===== config.mk =====
export PLATFORM = sky130hd
export DESIGN_NAME = wb_stage
export DESIGN_NICKNAME = d
export VERILOG_FILES = /design/src/rtl/cpu_defs.sv /design/src/rtl/wb_stage_load_align.sv /design/src/rtl/wb_stage.sv
export SDC_FILE = /design/constraint.sdc
export NUM_CORES = 1
export LEC_CHECK = 0
export BUFFER_PORTS_ARGS = -buffer_cell sky130_fd_sc_hd__clkbuf_2
export CAP_MARGIN = 20
export CELL_PAD_IN_SITES_DETAIL_PLACEMENT = 0
export CELL_PAD_IN_SITES_GLOBAL_PLACEMENT = 1
export CORE_MARGIN = 3
export CORE_UTILIZATION = 33
export DETAILED_ROUTE_END_ITERATION = 8
export GPL_TIMING_DRIVEN = 0
export HOLD_SLACK_MARGIN = 0.06
export MAX_ROUTING_LAYER = met4
export PLACE_DENSITY = 0.84
export SYNTH_ARGS = -nofsm -noshare
export SYNTH_HDL_FRONTEND = slang
export SYNTH_HIERARCHICAL = 1
export SYNTH_SLANG_ARGS = --single-unit

===== constraint.sdc =====
create_clock -name clk -period 4.46 [get_ports clk]
set_clock_uncertainty 0.05 [all_clocks]
set_input_delay 0.892 -clock clk [delete_from_list [all_inputs] [get_ports clk]]
set_output_delay 0.892 -clock clk [all_outputs]
set_load 0.05 [all_outputs]

===== src/rtl/cpu_defs.sv =====
// Shared types for the MIPS pipeline: register addresses, data words,
// load operation encoding and the MEM-to-WB bus.
package cpu_defs;

   typedef logic [4:0]  reg_addr_t;
   typedef logic [31:0] uint32_t;

   typedef enum logic [2:0] {
      NONE,
      LB,
      LBU,
      LH,
      LHU,
      LW,
      LWL,
      LWR
   } load_op_t;

   typedef struct packed {
      uint32_t   pc;
      logic      gpr_we;
      reg_addr_t dest;
      load_op_t  load_op;
      logic [1:0] addr_low;
      uint32_t   result;
   } ms_to_ws_bus_t;

endpackage


===== src/rtl/wb_stage_load_align.sv =====
// Combinational load alignment: turns a retiring instruction's result into
// register-file byte-lane write enables and lane-aligned write data.
module load_align
   import cpu_defs::*;
(
   input  load_op_t   load_op,
   input  logic [1:0] addr_low,
   input  uint32_t    result,
   input  logic       gpr_we,
   input  reg_addr_t  dest,
   output logic [3:0] we,
   output uint32_t    wdata
);

   logic [7:0]  byte_sel;
   logic [15:0] half_sel;

   always_comb begin
      byte_sel = 8'(result >> {addr_low, 3'b000});
      half_sel = 16'(result >> {addr_low[1], 4'b0000});
      we       = 4'b1111;
      wdata    = result;
      case (load_op)
         LB:  wdata = {{24{byte_sel[7]}}, byte_sel};
         LBU: wdata = {24'h0, byte_sel};
         LH:  wdata = {{16{half_sel[15]}}, half_sel};
         LHU: wdata = {16'h0, half_sel};
         // Unaligned word loads merge into the old register value, so only
         // the lanes that receive memory bytes are written.
         LWL: begin
            wdata = result << {~addr_low, 3'b000};
            we    = 4'b1111 << ~addr_low;
         end
         LWR: begin
            wdata = result >> {addr_low, 3'b000};
            we    = 4'b1111 >> addr_low;
         end
         default: ;
      endcase
      if (!gpr_we || dest == 5'd0) begin
         we    = 4'b0000;
         wdata = '0;
      end
   end

endmodule


===== src/rtl/wb_stage.sv =====
// MIPS write-back stage: one-entry stage register, load alignment, MDU write
// arbitration, forwarding and retire counter. DEBUG_TRACE_EN adds trace ports.
module wb_stage
   import cpu_defs::*;
#(
   parameter int unsigned RETIRE_CNT_W = 32
) (
   input  logic                    clk,
   input  logic                    reset,
   input  logic                    ms_to_ws_valid,
   input  ms_to_ws_bus_t           ms_to_ws_bus,
   output logic                    ws_allowin,
   input  logic                    ws_flush,
   input  logic                    mdu_req,
   input  logic [31:0]             mdu_pc,
   input  reg_addr_t               mdu_dest,
   input  uint32_t                 mdu_data,
   output logic                    mdu_ack,
   output logic [3:0]              rf_we,
   output reg_addr_t               rf_waddr,
   output uint32_t                 rf_wdata,
   output logic [3:0]              ws_fwd_we,
   output reg_addr_t               ws_fwd_dest,
   output uint32_t                 ws_fwd_data,
`ifdef DEBUG_TRACE_EN
   output logic [31:0]             debug_wb_pc,
   output logic [3:0]              debug_wb_rf_wen,
   output reg_addr_t               debug_wb_rf_wnum,
   output uint32_t                 debug_wb_rf_wdata,
`endif
   output logic [RETIRE_CNT_W-1:0] ws_retire_cnt
);

   logic                    ws_valid_q, ws_valid_d;
   ms_to_ws_bus_t           ws_bus_q, ws_bus_d;
   logic [RETIRE_CNT_W-1:0] retire_cnt_q, retire_cnt_d;

   logic       ws_ready_go;
   logic       pipe_write;
   logic [3:0] la_we;
   uint32_t    la_wdata;

   assign ws_ready_go = !mdu_req;
   assign ws_allowin  = !ws_valid_q || ws_ready_go;
   assign mdu_ack     = mdu_req;
   // A flushed instruction must not write even in the cycle the flush arrives.
   assign pipe_write  = ws_valid_q && !ws_flush;

   always_comb begin
      ws_valid_d   = ws_valid_q;
      ws_bus_d     = ws_bus_q;
      retire_cnt_d = retire_cnt_q;
      if (ms_to_ws_valid && ws_allowin) begin
         ws_valid_d = 1'b1;
         ws_bus_d   = ms_to_ws_bus;
      end else if (ws_flush || ws_ready_go) begin
         ws_valid_d = 1'b0;
      end
      if (ws_valid_q && ws_ready_go && !ws_flush) begin
         retire_cnt_d = retire_cnt_q + RETIRE_CNT_W'(1);
      end
   end

   always_ff @(posedge clk) begin
      if (reset) begin
         ws_valid_q   <= 1'b0;
         ws_bus_q     <= '0;
         retire_cnt_q <= '0;
      end else begin
         ws_valid_q   <= ws_valid_d;
         ws_bus_q     <= ws_bus_d;
         retire_cnt_q <= retire_cnt_d;
      end
   end

   load_align u_load_align (
      .load_op  (ws_bus_q.load_op),
      .addr_low (ws_bus_q.addr_low),
      .result   (ws_bus_q.result),
      .gpr_we   (ws_bus_q.gpr_we && pipe_write),
      .dest     (ws_bus_q.dest),
      .we       (la_we),
      .wdata    (la_wdata)
   );

   // MDU results are older than the held instruction, so they win the port.
   always_comb begin
      rf_we    = 4'b0000;
      rf_waddr = '0;
      rf_wdata = '0;
      if (mdu_req) begin
         if (mdu_dest != 5'd0) begin
            rf_we    = 4'b1111;
            rf_waddr = mdu_dest;
            rf_wdata = mdu_data;
         end
      end else if (la_we != 4'b0000) begin
         rf_we    = la_we;
         rf_waddr = ws_bus_q.dest;
         rf_wdata = la_wdata;
      end
   end

   assign ws_fwd_we     = rf_we;
   assign ws_fwd_dest   = rf_waddr;
   assign ws_fwd_data   = rf_wdata;
   assign ws_retire_cnt = retire_cnt_q;

`ifdef DEBUG_TRACE_EN
   always_comb begin
      debug_wb_pc       = mdu_req ? mdu_pc : ws_bus_q.pc;
      debug_wb_rf_wen   = rf_we;
      debug_wb_rf_wnum  = rf_waddr;
      debug_wb_rf_wdata = rf_wdata;
      if (reset) begin
         debug_wb_pc       = '0;
         debug_wb_rf_wen   = '0;
         debug_wb_rf_wnum  = '0;
         debug_wb_rf_wdata = '0;
      end
   end
`endif

endmodule


==> flow_summary.yaml, run 1 <==
final_layout:
  n_fill_cell: 1837
  layout.cells.non_filler: 1252
  nets: 1172
  num_antenna_cells: 0
  fin_util_pct: 43.29
  syn_to_final_growth_pct: 27.41
  drive_gt1_share_pct: 30.96
critical_path:
  crit_chain: "buf_6, buf_2, clkbuf_2, clkbuf_2, nand2_1, a21oi_1, inv_1, a41oi_4, clkbuf_2, a22o_1, buf_4, clkbuf_2"
  crit_buf_inv: 8
  path_class: "reg2out"
  cpPeakStageDelay_ns: 0.34
  crit_arrival_ns: 3.31
  cp-end-kind: "output port"
  crit_slowest_cell: "dfxtp_1"
  cp_common_cell: "clkbuf_2"
  start_kind: "flop"
  path_delay_family: "buffers and inverters"
  cp_max_fo: 10
  cp.required_ns: 3.52
routing:
  m1WireLength_um: 10080
  first_iter_violations: 511
  wl_met2_um: 10600
  via_per_inst: 5.494
  drc: 0
  firstDrtPassIters: 5
  ant_nets: 0
  routed.top_layer: "met4"
  dr_wl_met3_um: 1734
  finalWirelength_um: 22760
  route.vias.total: 6878
  routedWlPerCell_um: 18.18
power_and_ir_drop:
  combinationalPowerShare_pct: 27.1
  p_leak_uw: 0.003167
  power_density_mw_per_mm2: 278.7
  vdd_drop_max_mv: 0.1927
  p_seq_share_pct: 35.3
  power.share.clock_pct: 37.6
  swShare_pct: 33.88
  p_sw_uw: 714.5
  intPower_uw: 1394
sta:
  tightest_slew_ns: 0.7169
  rsz0062_at_grt: "no"
  tns_ns: 0
  fin_crit_ns: 4.253
  fmax_mhz: 235.1
  setup_viol: 0
  hold_violations: 0
  slew_headroom_pct: 52.00
  slew_viol_final: 0
  finalCritPeriodShare_pct: 95.36
logic_synthesis:
  synthFlopType: "dfxtp_1"
  ys_warn_count: 6
  synthDistinctLibCells: 59
  yosysTopAreaCellShare_pct: 25.62
  synthTopCellsByArea: "dfxtp_1, a21oi_1, nand2_1"
  synthArstFlopShare_pct: 0
  synthTopCellsByCount: "nand2_1, a21oi_1, dfxtp_1"
  yosysMostFrequentCell: "nand2_1"
  postSynthCellCount: 813
  synth_fp_nets: 963
  ys_seq_area_share_pct: 25.62
  yosys.area.top_type: "dfxtp_1"
  synth_edf_count: 0
  synth_area_mm2: 0.005938
  synth.ff_latch_count: 76
  postSynthAreaPerCell_um2: 7.304
clock_network:
  cts-htree-levels: 3
  cts_made_buffers: 9
  clk_pin_slew_ns: 0.06
  cts_tree: "built"
  root_buffer: "clkbuf_16"
  clockBufferDepth: 2
  clkSinkCount: 76
  clk_latency_ns: 0.33
  cts_setup_buffers: 0
floorplanning:
  placementRows: 48
  dieArea_mm2: 0.01964
  initial_core_util_pct: 33.98
  die_w_um: 140.1
  core-area_mm2: 0.01748
  ioPinCount: 265
  die_y_um: 140.1
global_routing:
  grt_pass1_vias: 6457
  grt_max_degree: 14
  grt_overflow: 0
  track_usage_pct: 22.87
  antenna_found_initial: 0
  grt_pass1_wl_um: 35590
placement:
  dp.cells: 1236
  hpwlAfterDp_um: 18320
  place_congestion: 0.9965
  io_buffers: 198
run:
  drv_cap: 0
worst_hold_path:
  min_path_type: "reg2reg"
run_status:
  status: "complete, no violations"
[flip-flops by register name, indices dropped and copies added, names as in the netlist]
signal and cells:
ws_retire_cnt 32, ws_bus_q 43, ws_valid_q 1
[layout make-up]
cell class | count | area [um2] | share of cell area [%]
plain buffers | 108 | 629.4 | 8.318
inverters | 19 | 71.32 | 0.9426
multi-input cells | 610 | 3745 | 49.50
repair buffers | 198 | 991.0 | 13.10
clock inverters | 5 | 83.83 | 1.108
clock buffers | 11 | 242.7 | 3.208
flip-flops and latches | 76 | 1521 | 20.11
well taps | 225 | 281.5 | 3.721
[power groups by stage]
stage	clock network (uW)	registers (uW)	logic (uW)
floorplan	0	741	412
finish	793	744	572
detailed placement	0	757	565
global route	829	747	613
CTS	803	742	568
global placement	0	757	566
[worst paths after layout]
| check | start | endpoint | slack, ns | cells after the start |
|---|---|---|---|---|
| worst min-delay path | ws_bus_q[35] | ws_bus_q[35] | 0.41 | 2 |
| worst min register to register | ws_bus_q[35] | ws_bus_q[35] | 0.41 | 2 |
| worst max register to register | ws_valid_q | ws_retire_cnt[15] | 2.08 | 5 |
| worst max-delay path | ws_bus_q[33] | ws_fwd_data[8] | 0.21 | 12 |
[repair_timing]
| item | in CTS | in global routing |
|---|---|---|
| resized for setup | 7 | 4 |
| hold buffers | 0 | 0 |
| hold endpoints to repair | 0 | 0 |
| setup endpoints to repair | 74 | 31 |
[worst register-to-register path: cells and delay by family (launching register included)]
family / cells / cell delay [ns]
AOI/OAI and AO/OA: 1 / 0.14
and+or+nand+nor: 3 / 1.40
buffers and inverters: 1 / 0.33
DFF: 1 / 0.41
[placed cells by master, fill, tap and decap left out, types with 8 or more instances in the layout]
| cell type | synthesis | layout |
|---|---|---|
| a221oi_1 | 10 | 10 |
| mux2_2 | 14 | 14 |
| clkbuf_2 | 1 | 204 |
| nand3_1 | 27 | 27 |
| o21ai_0 | 44 | 44 |
| or3_1 | 8 | 8 |
| mux2i_1 | 24 | 24 |
| nor2_1 | 49 | 49 |
| a31oi_1 | 13 | 13 |
| nand2_1 | 130 | 130 |
| a21oi_1 | 106 | 106 |
| dfxtp_1 | 76 | 76 |
| o221ai_1 | 12 | 12 |
| clkbuf_16 | 0 | 9 |
| clkbuf_1 | 39 | 34 |
| a22o_1 | 38 | 38 |
| inv_1 | 19 | 19 |
| buf_2 | 17 | 17 |
| or4_1 | 16 | 16 |
| o31ai_1 | 9 | 9 |
| buf_4 | 45 | 45 |
| nand2b_1 | 8 | 8 |
[layer usage]
layer | global-route usage [%] | vias to the layer above
met5 | - | -
met4 | 5.252 | 0
met3 | 3.517 | 21
met2 | 36.34 | 298
met1 | 30.76 | 3202
li1 | - | 3357
[logic make-up (layout without fill, tap and decap cells)]
logic type      count (synthesis)  in the layout  share of synthesized area [%]
simple gates                  285            285                          23.62
compound gates                272            272                          29.67
buf+inv                       127            341                          11.63
flops                          76             76                          25.62
mux                            40             40                          7.459
xor+xnor                       11             11                          1.622
fa+ha+maj                       2              2                         0.3792
[stage by stage]
stage / power, uW / setup WS, ns / cell area (um2) / hold WS (ns)
final: 2109 / 0.2070 / 7566 / 0.4054
after global routing: 2189 / 0.01780 / 7566 / 0.4205
after CTS: 2113 / 0.06516 / 7562 / 0.4052
after detailed placement: 1322 / -0.4675 / 7211 / 0.3968
after global placement: 1323 / -0.5045 / 7211 / 0.3954
after floorplan: 1152 / 0.4038 / 5938 / 0.3820
Note: power is estimated with default switching activity, not from simulation.
==> inputs of run 2 (changes only) <==
Settings changed: CORE_UTILIZATION 33 to 32, SYNTH_HIERARCHICAL 1 to not set.
==> run 2 against run 1 <==
Effect of this change: highest routed layer unchanged; count of clock-buffer cells in the layout shrank 2; critical endpoint is now ws_fwd_data[13]; combinational power shrank 5.9%; worst hold slack gained 0.0065 ns; largest cell class unchanged; largest power group unchanged; setup slack gained 0.082 ns; sequential share of layout area grew 1.5 points.
==> flow_summary.yaml, run 2 <==
final_layout:
  largest_reg_flops: 43
  nets: 1099
  fin_util_pct: 42.46
  n_fill_cell: 1767
  final_common_cell: "clkbuf_2"
  multi_input_area_mm2: 0.003334
  final_cell_mix: "clkbuf_2, nand2_1, dfxtp_1"
  syn_to_final_growth_pct: 29.56
  seq_area_mm2: 0.001521
  drive_gt1_share_pct: 31.66
  layout.cells.non_filler: 1175
  top_register: "ws_bus_q"
routing:
  routedWlPerCell_um: 16.83
  first_iter_violations: 547
  via_per_inst: 5.293
  firstDrtPassIters: 6
  route.vias.total: 6219
  dr_wl_met3_um: 1909
  m1WireLength_um: 8216
  wl_met2_um: 9158
  routed.top_layer: "met4"
  ant_nets: 0
  finalWirelength_um: 19770
  drc: 0
sta:
  rsz0062_at_grt: "no"
  setup_viol: 0
  layout_setup_ws_ns: 0.2888
  tns_ns: 0
  finalCritPeriodShare_pct: 93.52
  whs_ns: 0.4119
  fin_crit_ns: 4.171
  slew_viol_final: 0
  slew_headroom_pct: 40.39
  tightest_slew_ns: 0.8693
  fmax_mhz: 239.7
  hold_violations: 0
run_status:
  status: "complete, no violations"
power_and_ir_drop:
  p_leak_uw: 0.002917
  vdd_drop_max_mv: 0.1967
  power_density_mw_per_mm2: 293.5
critical_path:
  path_class: "reg2out"
  cpPeakStageDelay_ns: 0.56
  cp_max_fo: 10
  crit_slowest_cell: "clkbuf_1"
  cp-end-kind: "output port"
  start_kind: "flop"
  cp.required_ns: 3.52
  crit_arrival_ns: 3.23
  crit_chain: "buf_2, buf_1, clkbuf_1, nand3b_1, a21oi_1, nor3_1, o21ai_0, buf_4, clkbuf_2"
placement:
  place_congestion: 0.9609
  io_buffers: 198
  hpwlAfterDp_um: 15670
  dp.cells: 1157
  pre_cts_ws_ns: 0.4482
logic_synthesis:
  postSynthAreaPerCell_um2: 7.353
  ys_warn_count: 0
  synthArstFlopShare_pct: 0
  synth_fp_nets: 889
  synth_area_mm2: 0.005434
  synth.ff_latch_count: 76
  yosys.area.top_type: "dfxtp_1"
  postSynthCellCount: 739
  synthTopCellsByCount: "nand2_1, dfxtp_1, a21oi_1"
  synthTopCellsByArea: "dfxtp_1, nand2_1, a21oi_1"
  synth_edf_count: 0
  ys_seq_area_share_pct: 28.00
  yosysTopAreaCellShare_pct: 28.00
  yosysMostFrequentCell: "nand2_1"
  synthFlopType: "dfxtp_1"
  synthDistinctLibCells: 60
floorplanning:
  ioPinCount: 265
  placementRows: 47
  core-area_mm2: 0.01658
  dieArea_mm2: 0.01858
  initial_core_util_pct: 32.77
  die_w_um: 136.3
  die_y_um: 136.3
clock_network:
  cts_made_buffers: 9
  clk_latency_ns: 0.33
  cts_tree: "built"
  post_cts_resized: 0
  cts_setup_buffers: 0
  root_buffer: "clkbuf_16"
  clk_pin_slew_ns: 0.06
  postCtsHoldBufs: 0
  clkSinkCount: 76
  clockBufferDepth: 2
  cts-htree-levels: 3
global_routing:
  track_usage_pct: 20.77
  grt_pass1_wl_um: 29790
  grt_max_degree: 15
  grt_overflow: 0
  antenna_found_initial: 1
  grt_pass1_vias: 5510
run:
  drv_cap: 0
worst_hold_path:
  min_path_type: "reg2reg"
## run 2: cell count changes after synthesis, sizes merged, moves of 11 or more
cell / before / now
a21oi: 106 / 71
a22o: 38 / 5
nand2: 130 / 150
xnor2: 6 / 25
a31oi: 13 / 0
a32oi: 6 / 19
or4: 16 / 3
nand3: 27 / 16
nor3: 8 / 19
## run 2: cells by family (layout without fill, tap and decap cells)
logic type	Yosys count	count (layout)	synth area share, %
compound gates	210	210	24.36
fa+ha+maj	1	1	0.2302
buf+inv	106	321	10.78
other cells	0	1	0
xor+xnor	31	31	4.997
flops	76	76	28.00
mux	37	37	7.299
simple gates	278	278	24.34
## run 2: report_power, final
part | internal, uW | switching [uW]
Clock | 493 | 296
Sequential | 703 | 36.5
Combinational | 171 | 368
## run 2: metrics by stage
step                instance area [um2]  total power [uW]
finish                             7041              2066
global route                       7041              2153
CTS                                7033              2073
detailed placement                 6708              1288
global placement                   6708              1285
floorplan                          5441              1128
## run 2: worst paths after layout
path,startpoint,endpoint,slack [ns],depth (start not counted)
max reg2reg,ws_retire_cnt[3],ws_retire_cnt[23],2.29,7
min,ws_bus_q[42],ws_bus_q[42],0.41,2
min reg2reg,ws_bus_q[42],ws_bus_q[42],0.41,2
max,ws_bus_q[33],ws_fwd_data[13],0.29,9
## run 2: routing by layer
metal / vias to the layer above / track usage (%)
met5: - / -
met4: 0 / 6.103
met3: 45 / 4.996
met2: 319 / 33.19
met1: 2814 / 26.15
li1: 3041 / -
## run 2: cell type report
type,instances,area share [%]
antenna,1,0.03554
buffer,95,7.731
clock buffer,9,3.199
clock inverter,7,1.422
inverter,11,0.5865
multi-input combinational,557,47.36
sequential,76,21.61
tap,220,3.910
timing repair buffer,199,14.15
## run 2: worst max-delay path, delay by kind of cell, from the launching register on
kind / cells / cell delay (ns)
flops: 1 / 0.33
buf+inv: 5 / 1.77
simple gates: 2 / 0.20
compound gates: 2 / 0.59
